`config.mk`:
```
export PLATFORM = sky130hd
export DESIGN_NAME = sprite_engine
export DESIGN_NICKNAME = d
export VERILOG_FILES = /design/src/rtl/sprite_engine.sv
export SDC_FILE = /design/constraint.sdc
export NUM_CORES = 1
export LEC_CHECK = 0
export ABC_AREA = 1
export ABC_CLOCK_PERIOD_IN_PS = 6300
export CAP_MARGIN = 10
export CORE_MARGIN = 3
export CORE_UTILIZATION = 55
export DETAILED_ROUTE_END_ITERATION = 6
export HOLD_SLACK_MARGIN = 0.02
export PLACE_DENSITY = 0.73
export SLEW_MARGIN = 10
export SYNTH_ARGS = -nofsm -noshare
export SYNTH_HDL_FRONTEND = slang
export SYNTH_SLANG_ARGS = --single-unit
```
`constraint.sdc`:
```
create_clock -name clk -period 6.3 [get_ports clk]
set_clock_uncertainty 0.1 [all_clocks]
set_input_delay 1.26 -clock clk [delete_from_list [all_inputs] [get_ports clk]]
set_output_delay 1.26 -clock clk [all_outputs]
set_load 0.05 [all_outputs]
```
`src/rtl/sprite_engine.sv`:
```
// Sprite plot/move datapath: scans a 16x16 sprite from the sprite ROM into the
// VGA pixel-write port and animates objects along fixed start->end paths.
module sprite_engine #(
  parameter int unsigned X_SCREEN_PIXELS = 160,
  parameter int unsigned Y_SCREEN_PIXELS = 120,
  parameter int unsigned FRAME_TICKS     = 833333,
  parameter int unsigned BUBBLE_TICKS    = 150000000,
  parameter logic [2:0]  BG_COLOUR       = 3'b000
) (
  input  logic        clk,
  input  logic        resetn,
  input  logic        plot_req,
  input  logic        move_req,
  input  logic [10:0] obj_sel,
  output logic        plot_busy,
  output logic        move_busy,
  output logic        bubble_drawn,
  output logic        remove_bubble,
  output logic [11:0] rom_addr,
  input  logic [3:0]  rom_data,
  output logic [7:0]  vga_x,
  output logic [6:0]  vga_y,
  output logic [2:0]  vga_colour,
  output logic        vga_plot
);

  typedef enum logic [2:0] {IDLE, SCAN, DRAIN, M_ERASE, M_STEP, M_DRAW, M_DRAIN, M_WAIT} state_t;

  state_t      state, state_next;
  logic [3:0]  obj, req_obj;
  logic [8:0]  cnt;
  logic [19:0] wait_cnt;
  logic [27:0] bub_cnt;
  logic        bub_active;
  logic [7:0]  cur_x [11];
  logic [6:0]  cur_y [11];
  logic        valid, plot_go, move_go, accept, at_end_req, at_end_cur, scanning, is_bubble;
  logic        pix_valid, pix_erase, on_screen;
  logic [8:0]  pix_x;
  logic [7:0]  pix_y;

  function automatic logic [7:0] start_x(input logic [3:0] i);
    case (i)
      4'd0:                         return 8'd96;
      4'd1, 4'd2, 4'd3, 4'd4, 4'd5: return 8'd112;
      4'd7:                         return 8'd72;
      4'd8:                         return 8'd140;
      default:                      return 8'd8;
    endcase
  endfunction

  function automatic logic [6:0] start_y(input logic [3:0] i);
    case (i)
      4'd0:                         return 7'd40;
      4'd1, 4'd2, 4'd3, 4'd4, 4'd5: return 7'd16;
      4'd7:                         return 7'd100;
      4'd8:                         return 7'd80;
      default:                      return 7'd96;
    endcase
  endfunction

  function automatic logic [7:0] end_x(input logic [3:0] i);
    case (i)
      4'd0:                         return 8'd96;
      4'd1, 4'd2, 4'd3, 4'd4, 4'd5: return 8'd112;
      4'd7:                         return 8'd72;
      4'd8:                         return 8'd40;
      default:                      return 8'd56;
    endcase
  endfunction

  function automatic logic [6:0] end_y(input logic [3:0] i);
    case (i)
      4'd0:                         return 7'd8;
      4'd1, 4'd2, 4'd3, 4'd4, 4'd5: return 7'd16;
      4'd7:                         return 7'd60;
      4'd8:                         return 7'd80;
      default:                      return 7'd72;
    endcase
  endfunction

  always_comb begin
    req_obj = '0;
    for (int unsigned i = 0; i < 11; i++)
      if (obj_sel[i]) req_obj = 4'(i);
  end

  assign valid      = $onehot(obj_sel);
  assign plot_go    = (state == IDLE) && plot_req && valid;
  assign move_go    = (state == IDLE) && move_req && !plot_req && valid;
  assign accept     = plot_go || move_go;
  assign at_end_req = (cur_x[req_obj] == end_x(req_obj)) && (cur_y[req_obj] == end_y(req_obj));
  assign at_end_cur = (cur_x[obj] == end_x(obj)) && (cur_y[obj] == end_y(obj));
  assign is_bubble  = (obj >= 4'd1) && (obj <= 4'd5);
  assign scanning   = (state == SCAN) || (state == M_DRAW) || ((state == M_ERASE) && !cnt[8]);

  assign plot_busy  = plot_go || (state == SCAN) || (state == DRAIN);
  assign move_busy  = move_go || (state inside {M_ERASE, M_STEP, M_DRAW, M_DRAIN, M_WAIT});
  assign rom_addr   = {obj, cnt[7:4], cnt[3:0]};

  always_comb begin
    state_next = state;
    case (state)
      IDLE:    if (plot_go) state_next = SCAN;
               else if (move_go && !at_end_req) state_next = M_ERASE;
      SCAN:    if (cnt == 9'd255) state_next = DRAIN;
      DRAIN:   state_next = IDLE;
      // erase holds one extra cycle so its last pixel leaves the pipeline before the step
      M_ERASE: if (cnt == 9'd256) state_next = M_STEP;
      M_STEP:  state_next = M_DRAW;
      M_DRAW:  if (cnt == 9'd255) state_next = M_DRAIN;
      M_DRAIN: state_next = at_end_cur ? IDLE : M_WAIT;
      M_WAIT:  if (wait_cnt == '0) state_next = M_ERASE;
      default: state_next = IDLE;
    endcase
  end

  always_ff @(posedge clk or negedge resetn) begin
    if (!resetn) begin
      state    <= IDLE;
      obj      <= '0;
      cnt      <= '0;
      wait_cnt <= '0;
      for (int unsigned i = 0; i < 11; i++) begin
        cur_x[i] <= start_x(4'(i));
        cur_y[i] <= start_y(4'(i));
      end
    end else begin
      state <= state_next;
      if (accept) obj <= req_obj;
      if (plot_go) begin
        cur_x[req_obj] <= start_x(req_obj);
        cur_y[req_obj] <= start_y(req_obj);
      end
      if (state_next != state) cnt <= '0;
      else if (state inside {SCAN, M_ERASE, M_DRAW}) cnt <= cnt + 9'd1;
      if (state == M_STEP) begin
        if (cur_x[obj] < end_x(obj)) cur_x[obj] <= cur_x[obj] + 8'd1;
        else if (cur_x[obj] > end_x(obj)) cur_x[obj] <= cur_x[obj] - 8'd1;
        if (cur_y[obj] < end_y(obj)) cur_y[obj] <= cur_y[obj] + 7'd1;
        else if (cur_y[obj] > end_y(obj)) cur_y[obj] <= cur_y[obj] - 7'd1;
      end
      if ((state == M_DRAIN) && (state_next == M_WAIT)) wait_cnt <= 20'(FRAME_TICKS - 1);
      else if (state == M_WAIT) wait_cnt <= wait_cnt - 20'd1;
    end
  end

  // Pixel coordinates are delayed one cycle to line up with the registered ROM.
  always_ff @(posedge clk or negedge resetn) begin
    if (!resetn) begin
      pix_valid <= 1'b0;
      pix_erase <= 1'b0;
      pix_x     <= '0;
      pix_y     <= '0;
    end else begin
      pix_valid <= scanning;
      pix_erase <= (state == M_ERASE);
      if (scanning) begin
        pix_x <= {1'b0, cur_x[obj]} + {5'b0, cnt[3:0]};
        pix_y <= {1'b0, cur_y[obj]} + {4'b0, cnt[7:4]};
      end
    end
  end

  assign on_screen  = (pix_x < 9'(X_SCREEN_PIXELS)) && (pix_y < 8'(Y_SCREEN_PIXELS));
  assign vga_x      = pix_x[7:0];
  assign vga_y      = pix_y[6:0];
  assign vga_plot   = pix_valid && on_screen && (pix_erase || !rom_data[3]);
  assign vga_colour = !pix_valid ? '0 : (pix_erase ? BG_COLOUR : rom_data[2:0]);

  always_ff @(posedge clk or negedge resetn) begin
    if (!resetn) begin
      bubble_drawn  <= 1'b0;
      remove_bubble <= 1'b0;
      bub_cnt       <= '0;
      bub_active    <= 1'b0;
    end else begin
      bubble_drawn  <= (state == DRAIN) && is_bubble;
      remove_bubble <= 1'b0;
      if (accept) begin
        bub_cnt    <= '0;
        bub_active <= 1'b0;
      end else if ((state == DRAIN) && is_bubble) begin
        bub_cnt    <= 28'(BUBBLE_TICKS);
        bub_active <= 1'b1;
      end else if (bub_active) begin
        bub_cnt <= bub_cnt - 28'd1;
        if (bub_cnt == 28'd1) begin
          remove_bubble <= 1'b1;
          bub_active    <= 1'b0;
        end
      end
    end
  end

endmodule

```
==> impl_metrics.py <==
metrics = {
    "final_layout": {
        "multi_input_comb_area_mm2": 0.008935,
        "final_nets": 2505,
        "layout-drive-gt1-share": 0.1198,
        "num_antenna_cells": 0,
        "seqCellArea_mm2": 0.006335,
        "syn2layout_area_growth_pct": 12.25,
        "fin_util": 0.6281,
        "final_area_mm2": 0.01931,
        "most-common-layout-cells": "416 x nand2_1, 337 x inv_1, 263 x nor2_1",
        "layout_commonest_cell": "nand2_1",
        "fill_cells": 2771,
    },
    "placement": {
        "hpwl_mm": 46.95,
        "gp_congestion": 1.049,
        "io_buffers": 53,
        "postPlaceCellArea_mm2": 0.01837,
    },
    "critical_path": {
        "cp-end-kind": "primary output",
        "ff2ff_path_depth": 23,
        "cp_data_arrival_time_ns": 4.79,
        "cp.depth": 14,
        "cp-endpoint": "move_busy",
        "r2r-start": "obj[1]$_DFFE_PN0N_",
        "crit_start": "obj_sel[1]",
        "r2r_setup_slack_ns": 1.00,
        "cp_data_required_time_ns": 4.94,
        "critPathSlowestCell": "fa_1",
        "crit_chain": "clkbuf_2, fa_1, fa_1, inv_2, fa_1, fa_2, inv_2, fa_1, nor2_2, nand3_4, nor4_4, inv_1, nand3_1, buf_12",
        "crit_type": "primary input to primary output",
        "crit_family": "adder cells",
        "crit_top_cell": "fa_1",
        "path_max_fanout": 3,
        "cpPeakStageDelay_ns": 0.54,
        "start_kind": "primary input",
        "reg2reg_to": "cur_y[31]$_DFF_PN0_",
        "cp.buffers_inverters": 5,
    },
    "routing": {
        "drtAntennaViolNets": 0,
        "vias_per_cell": 6.346,
        "wl_met2_mm": 27.72,
        "vias": 18190,
        "wl_met1_mm": 24.47,
        "routed-wl-met3_mm": 8.452,
        "wl_mm": 65.11,
        "top_layer": "met4",
        "wire_per_inst_um": 22.72,
        "drt-initial-drc-count": 2425,
        "route.detailed.drc": 0,
        "dr.pass1.iters": 7,
    },
    "job": {
        "drv_cap": 0,
    },
    "floorplanning": {
        "die_area_mm2": 0.03344,
        "rows": 64,
        "die_w_um": 182.9,
        "io_pins": 54,
        "core_area_mm2": 0.03075,
        "die_h_um": 182.9,
        "initial_core_util": 0.5595,
    },
    "sta": {
        "hold_viol": 0,
        "setup_viol": 0,
        "max_freq_mhz": 162.6,
        "worstMarginPinSlew_ns": 0.8579,
        "period_needed_ns": 6.149,
        "max_slew_margin": 0.4280,
        "slew_viol_final": 0,
        "fin_hold_ws_ns": 0.3908,
        "rsz0062_at_grt": "false",
        "period_share": 0.9760,
    },
    "synthesis": {
        "syn-num-nets": 2443,
        "ys_ff_latch": 251,
        "synth.distinct_cells": 65,
        "avgSynthCellArea_um2": 7.211,
        "yosysWarnings": 0,
        "synth_edf_count": 0,
        "synth_top_area_share": 0.3025,
        "ys.flop_type": "dfrtp_1",
        "synth_area_mm2": 0.01721,
        "synthArstFlopShare": 1.000,
        "synth.top_cells.by_area": "dfrtp_1 30%, nand2_1 9.1%, inv_1 7.4%",
        "yosys.area.top_type": "dfrtp_1",
        "seq_area_frac_synth": 0.3682,
        "postSynthCellCount": 2386,
    },
    "hold_path": {
        "hold_path.class": "register to register",
        "min_from": "cur_y[75]$_DFF_PN1_",
    },
    "clock_network": {
        "cts-root-buf": "clkbuf_16",
        "clock_sinks": 251,
        "path_clk_slew_ns": 0.06,
        "clock_path_buffers": 3,
        "insertion_delay_ns": 0.57,
        "cts_buffers": 28,
        "htree_num_levels": 1,
        "cts_tree": "built",
    },
    "pwr": {
        "p_per_area_mw_per_mm2": 527.9,
        "ir_drop_v": 0.0004115,
        "power_w": 0.01020,
        "p_leak_nw": 9.481,
    },
    "grt": {
        "grt_pass1_vias": 17300,
        "antenna_found_initial": 0,
        "grt_pass1_wl_mm": 99.40,
        "grt_remaining_overflow": 0,
        "track_usage": 0.3817,
        "grt_max_degree": 99,
    },
    "outcome": {
        "outcome": "complete, no violations",
    },
}
worst min-delay path: cells and delay by family (launching register included):
| kind | cells | cell delay, ns |
|---|---|---|
| flip-flops | 1 | 0.37 |
| buffers and inverters | 1 | 0.07 |
| AO/OA/AOI/OAI | 1 | 0.05 |
power breakdown:
part / switching, W / total (W) / leakage [nW] / internal [W]
clock network: 0.000715 / 0.00170 / 0.448 / 0.000981
registers: 0.000267 / 0.00216 / 2.86 / 0.00189
logic: 0.00472 / 0.00634 / 6.17 / 0.00163
total: 0.00570 / 0.0102 / 9.48 / 0.00450
synthesized netlist by cell type, types with 6 or more instances:
| master | number |
|---|---|
| a211oi_1 | 7 |
| a21oi_1 | 107 |
| a22oi_1 | 24 |
| a31oi_1 | 13 |
| buf_1 | 6 |
| buf_2 | 20 |
| buf_4 | 31 |
| clkbuf_1 | 47 |
| clkinv_1 | 6 |
| dfrtp_1 | 208 |
| dfstp_2 | 43 |
| fa_1 | 9 |
| ha_1 | 29 |
| inv_1 | 340 |
| inv_2 | 26 |
| nand2_1 | 416 |
| nand2_2 | 10 |
| nand3_1 | 137 |
| nand3b_1 | 9 |
| nand4_1 | 36 |
| nor2_1 | 266 |
| nor2_2 | 14 |
| nor2_4 | 8 |
| nor3_1 | 24 |
| nor3_2 | 11 |
| nor4_1 | 9 |
| o211ai_1 | 16 |
| o21ai_0 | 221 |
| o21ai_1 | 24 |
| o221ai_1 | 8 |
| o22ai_1 | 119 |
| o31ai_1 | 8 |
| o32ai_1 | 14 |
| or2_2 | 7 |
| xnor2_1 | 12 |
| xor2_1 | 35 |
logic make-up after synthesis:
| logic type | share of synthesized area |
|---|---|
| and+or+nand+nor | 0.2491 |
| AOI/OAI and AO/OA | 0.2089 |
| buffers and inverters | 0.1155 |
| DFF | 0.3682 |
| xor gates and xnor gates | 0.02676 |
| adders and majority gates | 0.03156 |
layer usage:
metal / vias to the layer above / global-route usage
met5: - / 0
met4: 0 / 0.2054
met3: 300 / 0.09302
met2: 1266 / 0.5783
met1: 8512 / 0.5079
li1: 8111 / -
final cells by class:
type	count	area share
Clock buffer	41	0.04036
Sequential cell	251	0.3280
Tap cell	396	0.02566
Clock inverter	11	0.007580
Multi-Input combinational cell	1651	0.4626
Timing Repair Buffer	138	0.06155
Inverter	378	0.07418
worst min-delay path by stage:
stage	slack, ns	cells after the start	endpoint
2_1_floorplan	0.34	2	pix_x[8]$_DFFE_PN0P_
3_3_place_gp	0.36	2	pix_y[0]$_DFFE_PN0P_
3_5_place_dp	0.36	2	pix_y[0]$_DFFE_PN0P_
4_1_cts	0.39	2	cur_y[75]$_DFF_PN1_
5_1_grt	0.42	2	cur_y[75]$_DFF_PN1_
6_report	0.39	2	cur_y[75]$_DFF_PN1_
sequential cells by signal, summed over array words and instances, names as in the netlist:
| signal | flops |
|---|---|
| bubble_drawn | 1 |
| pix_erase | 1 |
| bub_active | 1 |
| remove_bubble | 1 |
| wait_cnt | 20 |
| cur_y | 77 |
| state | 3 |
| obj | 4 |
| cur_x | 88 |
| pix_y | 8 |
| pix_valid | 1 |
| cnt | 9 |
| pix_x | 9 |
| bub_cnt | 28 |
metrics by stage:
stage,cells,setup slack (ns),TNS (ns)
floorplan,2386,0.2404,0
global placement,2814,-0.3408,-2.744
detailed placement,2814,-0.3590,-8.314
CTS,2866,0.01355,0
global route,2866,0.02778,0
finish,2866,0.1511,0
repair_timing:
action                                  in CTS  in global routing
endpoints found under the setup margin       2                  2
hold buffers                                 0                  0
gates resized for setup                     11                 20
cloned                                       0                  0
pin swaps                                    4                  9
setup buffers                                0                  1
No activity file was read; power rests on OpenSTA's default activity.
==> RTL edit: new RTL, config.mk and constraints unchanged <==
Make the reset (`resetn`) synchronous in 3 clocked blocks.
--- a/src/rtl/sprite_engine.sv
+++ b/src/rtl/sprite_engine.sv
@@ -115,7 +115,7 @@
     endcase
   end
 
-  always_ff @(posedge clk or negedge resetn) begin
+  always_ff @(posedge clk) begin
     if (!resetn) begin
       state    <= IDLE;
       obj      <= '0;
@@ -146,7 +146,7 @@
   end
 
   // Pixel coordinates are delayed one cycle to line up with the registered ROM.
-  always_ff @(posedge clk or negedge resetn) begin
+  always_ff @(posedge clk) begin
     if (!resetn) begin
       pix_valid <= 1'b0;
       pix_erase <= 1'b0;
@@ -168,7 +168,7 @@
   assign vga_plot   = pix_valid && on_screen && (pix_erase || !rom_data[3]);
   assign vga_colour = !pix_valid ? '0 : (pix_erase ? BG_COLOUR : rom_data[2:0]);
 
-  always_ff @(posedge clk or negedge resetn) begin
+  always_ff @(posedge clk) begin
     if (!resetn) begin
       bubble_drawn  <= 1'b0;
       remove_bubble <= 1'b0;
Formal check against the unedited RTL: differs if resetn is asserted again (counterexample within 4 cycles, from zero or initial values and one cycle with resetn low); with resetn held inactive, the same outputs for 4 cycles.
==> RTL edit against the original RTL <==
  * Area after synthesis rose by 8.6%
  * Sequential cell count rose by 87
  * Worst setup slack barely moved
  * Non-clock buffer count rose by 49
  * Synthesized cell count fell by 4.3%
  * Routed wire length fell by 19%
  * Design area rose by 11%
  * Critical endpoint unchanged
Power is not compared: it rests on default switching activity, and its combinational part moved more than twofold at a synthesized area within 25%.
==> RTL edit: results (changes against the original RTL) <==
[detailed_routing]
dr_wl_met3_um=4930  ; -42%
avgRoutedWirePerCell_um=18.3  ; -19%
wl_met2_um=23700  ; -14%
detail_route.iter0.violations=1845  ; -24%
detail_route.wirelength.met1_um=21300  ; -13%
avgViaCountPerCell=5.67  ; -11%
drtPass1Iterations=6  ; -1
routed_wl_um=52500  ; -19%
top_signal_layer_used=met4

[cts]
cts-buffers-inserted=38  ; +36%
insertion_delay_ps=530  ; -40 ps
clk_transition_reported_paths_ps=50
cts_max_path_buffers=3  ; unchanged
clock_tree.root_cell=clkbuf_16
htree_levels=2  ; +1

[synthesis]
synth.yosys.seq_area_share=0.482  ; +0.114
synthTopCellsByCount=nand2_1 (391), inv_1 (325), nor2_1 (300), edfxtp_1 (225), o21ai_0 (166)
syn_inst=2283  ; -4.3%
synth_async_sr_flop_share=0  ; -1.00
synth.area.top_cells=edfxtp_1 (36%), dfxtp_1 (12%), nand2_1 (7.9%)
synth_edf_count=225  ; +225
synth.most_common_cell=nand2_1
synth.yosys.warnings=0  ; unchanged
yosys.cell_types.count=59  ; -9.2%

[grt]
grt_use_met1=0.386  ; -0.121
grt_start_max_net_pins=66  ; -33%
global_route_usage_over_all_layers=0.289  ; -0.0927
grt_use_met3=0.0426  ; -0.0504
grt_antenna_before_repair=0  ; unchanged
globalRouteMet2Util=0.467  ; -0.111
grt_first_pass_wirelength_um=82600  ; -17%

[power_and_ir_drop]
worst_vdd_rail_ir_drop_mv=0.274
power.leakage_uw=0.00915
power.share.switching=0.361

[cells_and_area]
multi_input_comb_area_mm2=0.00774  ; -13%
top_regs=cur_x: 128 flops, cur_y: 112 flops, bub_cnt: 28 flops
nets=2466  ; -1.6%
antenna-diode-count=0  ; unchanged
n_fill_cell=2780  ; +0.32%
registers.top_by_ff_count=cur_x
final_layout_size_suffix_gt1_frac=0.117  ; -0.00287

[place]
io_buffer_count=53  ; unchanged
dp.cells=2801  ; -0.46%
post-dp-hpwl_um=36800  ; -22%
weighted_congestion_reported_at_the_end_of_routability_driven_placement=0.923  ; -12%
postPlaceCellArea_mm2=0.0203  ; +10%
preCtsSetupSlack_ps=-560  ; -201 ps

[worst_setup_path]
cpLargestDelayFamily=adder cells
worst_ep_arrival_time_ps=4790  ; about the same
crit_path_max_incr_delay_ps=510  ; -30 ps
slowest_stage=fa_1
timing.critical_path.fanout_max=2  ; -1
timing.critical_path.mode_cell=fa_1

[status]
status=completed

[sta]
tightestPinTransition_ps=776  ; -81.8 ps

[hold_path]
worstHoldPathType=reg2reg

==> RTL edit: changes by cell type in the layout (fill, tap and decap cells not counted), sizes merged, moves of 23 or more <==
cell	change
edfxtp	+225
dfrtp	-208
o22ai	-117
dfxtp	+113
o21ai	-67
a21oi	+63
buf	+51
dfstp	-43
nor2	+31
nand2	-30
a22oi	-26
mux2i	+23
==> RTL edit: kinds of logic (layout without fill, tap and decap cells) <==
kind of cell,Yosys count,count (layout),share of synthesized area
muxes,24,24,0.0129
and+or+nand+nor,942,942,0.216
adders and majority gates,47,47,0.0359
buffers and inverters,465,610,0.105
DFF,338,338,0.482
xor gates and xnor gates,34,34,0.0159
AOI/OAI and AO/OA,433,433,0.132
==> RTL edit: area by class of cell <==
| type | count | area share |
|---|---|---|
| clock buffer | 56 | 0.0498 |
| clock inverter | 12 | 0.00576 |
| inverter | 355 | 0.0620 |
| multi-input combinational | 1480 | 0.360 |
| sequential | 338 | 0.420 |
| tap | 442 | 0.0257 |
| timing repair buffer | 187 | 0.0770 |
==> RTL edit: path summary, 6_finish.rpt <==
path	startpoint	to	slack, ps	cells after the start
setup reg to reg	register	cur_y[7][5]	660	29
setup / recovery	obj_sel[1]	move_busy	150	14
hold reg to reg	pix_y[7]	pix_y[7]	370	2
hold / removal	pix_y[7]	pix_y[7]	370	2
==> RTL edit: power groups by stage <==
stage / logic, µW / registers [µW] / clock network (µW)
4_1_cts: 2280 / 2630 / 2160
3_3_place_gp: 2200 / 2670 / 0
6_report: 2310 / 2630 / 2140
5_1_grt: 2550 / 2650 / 2260
2_1_floorplan: 1620 / 2640 / 0
3_5_place_dp: 2250 / 2670 / 0
==> RTL edit: timing repair <==
action	in CTS	in global routing
buffers inserted	2	0
gates cloned	0	0
pin swaps	7	2
hold buffers	0	0
endpoints found under the setup margin	9	30
resized for setup	24	0
